**config.mk**
```make
export PLATFORM = sky130hd
export DESIGN_NAME = keypad_digit_entry
export DESIGN_NICKNAME = d
export VERILOG_FILES = /design/src/rtl/keypad_pkg.sv /design/src/rtl/pb_debounce_fsm.sv /design/src/rtl/keypad_digit_entry.sv
export SDC_FILE = /design/constraint.sdc
export NUM_CORES = 1
export LEC_CHECK = 0
export CORE_UTILIZATION = 45
export DETAILED_ROUTE_END_ITERATION = 8
export HOLD_SLACK_MARGIN = 0.06
export PLACE_DENSITY = 0.7
export RECOVER_POWER = 25
export SYNTH_ARGS = -nofsm -noshare
export SYNTH_HDL_FRONTEND = slang
export SYNTH_SLANG_ARGS = --single-unit
```
**constraint.sdc**
```tcl
create_clock -name hz100 -period 7.1 [get_ports hz100]
set_input_delay 0.71 -clock hz100 [delete_from_list [all_inputs] [get_ports hz100]]
set_output_delay 0.71 -clock hz100 [all_outputs]
set_load 0.01 [all_outputs]
```
**src/rtl/keypad_pkg.sv**
```systemverilog
// Shared types and constants for the keypad digit-entry block.
package keypad_pkg;

    typedef enum logic [1:0] {
        IDLE,
        DEBOUNCE,
        HELD,
        RELEASE
    } kp_state_t;

    localparam int KP_CNT_W = 4;

endpackage

```
**src/rtl/pb_debounce_fsm.sv**
```systemverilog
// Push-button debounce FSM: accepts a code only after it has been stable for DEBOUNCE edges,
// then waits for a stable release before arming again.
module pb_debounce_fsm
    import keypad_pkg::KP_CNT_W;
#(
    parameter int DEBOUNCE = 2
) (
    input  logic       clk_i,
    input  logic       rst_ni,
    input  logic [3:0] code_i,
    input  logic       strobe_i,
    output logic       commit_o,
    output logic [3:0] lat_o
);

    localparam logic [KP_CNT_W-1:0] CNT_ONE  = KP_CNT_W'(1);
    localparam logic [KP_CNT_W-1:0] CNT_LAST = KP_CNT_W'(DEBOUNCE - 1);

    keypad_pkg::kp_state_t state_q;
    logic [KP_CNT_W-1:0]   cnt_q;
    logic [3:0]            lat_q;

    // Decoded from current state so the entry register updates on the accepting edge itself.
    assign commit_o = (state_q == keypad_pkg::DEBOUNCE) && strobe_i &&
                      (code_i == lat_q) && (cnt_q == CNT_LAST);
    assign lat_o    = lat_q;

    always_ff @(posedge clk_i or negedge rst_ni) begin
        if (!rst_ni) begin
            state_q <= keypad_pkg::IDLE;
            cnt_q   <= '0;
            lat_q   <= 4'h0;
        end else begin
            case (state_q)
                keypad_pkg::IDLE: begin
                    if (strobe_i) begin
                        state_q <= keypad_pkg::DEBOUNCE;
                        lat_q   <= code_i;
                        cnt_q   <= CNT_ONE;
                    end
                end
                keypad_pkg::DEBOUNCE: begin
                    if (!strobe_i || (code_i != lat_q)) begin
                        state_q <= keypad_pkg::IDLE;
                    end else if (cnt_q == CNT_LAST) begin
                        state_q <= keypad_pkg::HELD;
                    end else begin
                        cnt_q <= cnt_q + CNT_ONE;
                    end
                end
                keypad_pkg::HELD: begin
                    if (!strobe_i) begin
                        state_q <= keypad_pkg::RELEASE;
                        cnt_q   <= CNT_ONE;
                    end
                end
                keypad_pkg::RELEASE: begin
                    if (strobe_i) begin
                        state_q <= keypad_pkg::HELD;
                    end else if (cnt_q == CNT_LAST) begin
                        state_q <= keypad_pkg::IDLE;
                    end else begin
                        cnt_q <= cnt_q + CNT_ONE;
                    end
                end
                default: state_q <= keypad_pkg::IDLE;
            endcase
        end
    end

endmodule

```
**src/rtl/keypad_digit_entry.sv**
```systemverilog
// Calculator-style hex entry register fed by a debounced keypad, with clear and backspace.
// Digit 0 is always the newest; unused digit nibbles are held at zero.
module keypad_digit_entry #(
    parameter int NUM_DIGITS = 8,
    parameter int DEBOUNCE   = 2
) (
    input  logic                              hz100,
    input  logic                              reset,
    input  logic [3:0]                        code,
    input  logic                              strobe,
    input  logic                              clr,
    input  logic                              bksp,
    output logic [4*NUM_DIGITS-1:0]           digits,
    output logic [NUM_DIGITS-1:0]             digit_valid,
    output logic [$clog2(NUM_DIGITS+1)-1:0]   count,
    output logic                              press,
    output logic                              overflow
);

    localparam int                CW      = $clog2(NUM_DIGITS + 1);
    localparam logic [CW-1:0]     CNT_ONE = CW'(1);
    localparam logic [CW-1:0]     CNT_MAX = CW'(NUM_DIGITS);

    logic                         commit;
    logic [3:0]                   lat;
    logic                         bksp_edge;

    logic [4*NUM_DIGITS-1:0]      digits_q, digits_d;
    logic [NUM_DIGITS-1:0]        valid_q, valid_d;
    logic [CW-1:0]                count_q, count_d;
    logic                         press_q, press_d;
    logic                         ovf_q, ovf_d;
    logic                         bksp_q;

    pb_debounce_fsm #(
        .DEBOUNCE (DEBOUNCE)
    ) u_fsm (
        .clk_i    (hz100),
        .rst_ni   (reset),
        .code_i   (code),
        .strobe_i (strobe),
        .commit_o (commit),
        .lat_o    (lat)
    );

    assign bksp_edge = bksp & ~bksp_q;

    // clr beats commit beats backspace; a losing backspace edge is simply dropped.
    always_comb begin
        digits_d = digits_q;
        valid_d  = valid_q;
        count_d  = count_q;
        press_d  = 1'b0;
        ovf_d    = 1'b0;
        if (clr) begin
            digits_d = '0;
            valid_d  = '0;
            count_d  = '0;
        end else if (commit) begin
            if (count_q < CNT_MAX) begin
                digits_d = {digits_q[4*NUM_DIGITS-5:0], lat};
                valid_d  = {valid_q[NUM_DIGITS-2:0], 1'b1};
                count_d  = count_q + CNT_ONE;
                press_d  = 1'b1;
            end else begin
                ovf_d = 1'b1;
            end
        end else if (bksp_edge && (count_q != '0)) begin
            digits_d = {4'h0, digits_q[4*NUM_DIGITS-1:4]};
            valid_d  = {1'b0, valid_q[NUM_DIGITS-1:1]};
            count_d  = count_q - CNT_ONE;
        end
    end

    always_ff @(posedge hz100 or negedge reset) begin
        if (!reset) begin
            digits_q <= '0;
            valid_q  <= '0;
            count_q  <= '0;
            press_q  <= 1'b0;
            ovf_q    <= 1'b0;
            bksp_q   <= 1'b0;
        end else begin
            digits_q <= digits_d;
            valid_q  <= valid_d;
            count_q  <= count_d;
            press_q  <= press_d;
            ovf_q    <= ovf_d;
            bksp_q   <= bksp;
        end
    end

    assign digits      = digits_q;
    assign digit_valid = valid_q;
    assign count       = count_q;
    assign press       = press_q;
    assign overflow    = ovf_q;

endmodule

```
==> metrics.csv <==
metric;value;unit
status;complete, but fails checks;
failing checks;capacitance limit, slew limit;
internal power;0.640;mW
width of the die;86.2;um
clk_lat worst skew;340;ps
area occupied by multi-input gates;1580;um2
number of flops mapped to enable cells by yosys;0;
fraction of registers with async set/reset;100;%
Final Setup Violations;0;
htree depth;3;
VDD IR max;0.128;mV
routed vias;2898;
CP Max Fanout;39;
Most used DFF post-synth;dfrtp_1;
Crit Path Class;in -> reg;
Hold WC Path Type;reg -> reg;
Worst Skew;7.41;ps
root buffer selected by CTS;clkbuf_8;
GRT Total Usage;23.3;%
Final min period;3470;ps
register area;1430;um2
flops & latches, synth;57;
die footprint;7430;um2
Num CTS Buffers;9;
post-synthesis sequential area ratio;44.7;%
final hold violations;0;
pwr dens;245;nW/um2
routed vias/inst;5.89;
Synthesized Nets;363;
# resized after CTS;0;
placer's final routability congestion estimate;0.810;
Top-Level Pins;55;
mapped cell area;3190;um2
hold_buf cts;0;
Post-Place Cells;476;
DRT Pass-1 Iters;4;
RSZ-0062 raised after global routing;false;
core box area;6830;um2
most common cell after layout, fill and taps aside;nand3_1;
number of setup buffers added after CTS;0;
Post-DP Area;3740;um2
max-cap violations;1;
total routed wirelength;8.00;mm
initial antenna violation count;0;
Critical Path RT;7330;ps
average footprint of a synthesized cell;9.19;um2
TritonCTS clock tree;done;
Post-Layout Cell Count;492;
Slew Viols, Final;58;
clk buf depth;2;
Area growth syn-to-layout;23.5;%
clock share of power;33.2;%
Worst EP arrival;3690;ps
share of layout cells above drive strength 1;8.33;%
leakage;1.47;nW
# rows;30;
largest net degree at the start of global routing;58;
first-pass GRT wire length;13.4;mm
DRT antenna net count;0;
Distinct cells, synth;42;
clk slew on worst S/H paths;70;ps
P_sw;0.325;mW
Die H;86.2;um
Initial Utilization;46.7;%
Sw Share;33.7;%
GR Layer Usage met2;35.6;%
met1 Track Usage GR;32.6;%
most used routing layer;met2;
dpl hpwl;4.90;mm
vias in the first global route;2657;
startpoint types;primary input;
endpoint type of the worst setup path;flop;
DRC errors left;0;
Overflow after GRT;0;
fin crit share;48.8;%
most frequent cells in the layout;nand3_1 (74), nand2_1 (73), dfrtp_1 (57), clkdlybuf4s50_1 (52), a32oi_1 (35);
final instance area;3940;um2
Num Clock Sinks;57;
Flop pwr share;40.8;%
Global Route met3 Usage;4.48;%
worst rel slew slack;-106;%
diode count;0;
slew at the pin closest to its max-slew limit;3090;ps
IO buf count;54;
routed length per placed instance;16.3;um
max frequency;288;MHz
cell count after synthesis;347;
Ys Warns;0;
Iter 0 DRT Violations;251;
setup_tns;0;ps
Layout fillers;615;
combinational power share;26.0;%
fin nets;407;
layer usage:
layer	routed length, um	vias up	part of all wire [%]
met5	0	-	0
met4	117	0	1.5
met3	413	8	5.2
met2	3800	77	48
met1	3660	1447	46
li1	-	1366	-
state kept, by name (all words and copies together), names as in the netlist:
signal	flops
overflow	1
u_fsm.state_q	2
press	1
count	4
digits	32
digit_valid	8
u_fsm.lat_o	4
u_fsm.cnt_q	4
bksp_q	1
Yosys cell counts (4+ instances only):
master	instances	share of area, %
nand3_1	74	12
nand2_1	73	8.6
dfrtp_1	57	45
a32oi_1	35	9.6
clkbuf_1	16	1.9
nor2b_1	10	2.0
buf_6	6	2.1
ha_1	6	2.4
a32o_1	5	1.6
nor2_1	5	0.59
xor2_1	5	1.4
a21o_1	4	0.94
buf_2	4	0.63
inv_1	4	0.47
mux2_2	4	1.4
o21ai_0	4	0.63
worst max-delay path: stages:
cell	delay (ps)
clkdlybuf4s50_1	430
xor2_1	200
nor4_4	580
and2_4	560
inv_4	270
ha_1	350
a21o_1	170
a21oi_1	170
xor2_1	170
a21oi_1	80
kinds of logic after synthesis:
kind of cell	Yosys count	synth area share, %
xor gates and xnor gates	6	1.65
DFF	57	44.7
muxes	7	2.35
AOI/OAI and AO/OA	63	16.3
adders and majority gates	7	2.98
buffers and inverters	33	6.04
and+or+nand+nor	174	26.0
through the flow:
step	setup slack [ps]	utilization (%)	total power, mW	hold WS (ps)
6_report	3630	57.7	0.966	567
4_1_cts	3660	57.7	0.968	543
3_3_place_gp	3390	54.7	0.644	540
2_1_floorplan	4320	-	0.569	414
5_1_grt	3220	57.7	1.02	588
3_5_place_dp	3310	54.7	0.650	555
path summary, 6_finish.rpt:
check	slack, ps	startpoint	end	depth (start not counted)
max	3630	code[1]	count[3]	10
min	570	digits[31]	digits[27]	2
max reg2reg	3920	u_fsm.cnt_q[0]	count[3]	10
min reg2reg	570	digits[31]	digits[27]	2
max in group asynchronous	3880	reset	digits[26]	2
min in group asynchronous	1480	reset	digit_valid[4]	2
area by class of cell:
cell class,count,area share [%]
inverters,6,0.635
flip-flops and latches,57,36.2
well taps,96,3.05
clock inverters,2,0.889
multi-input cells,257,40.2
clock buffers,14,4.38
repair buffers,60,14.6
power groups by stage:
stage                     logic (mW)  clock network (mW)  registers (mW)
after detailed placement       0.249                   0           0.401
after floorplan                0.178                   0           0.391
after CTS                      0.251               0.323           0.394
final                          0.251               0.320           0.394
after global routing           0.277               0.341           0.399
after global placement         0.244                   0           0.400
(Power assumes the default switching activity.)
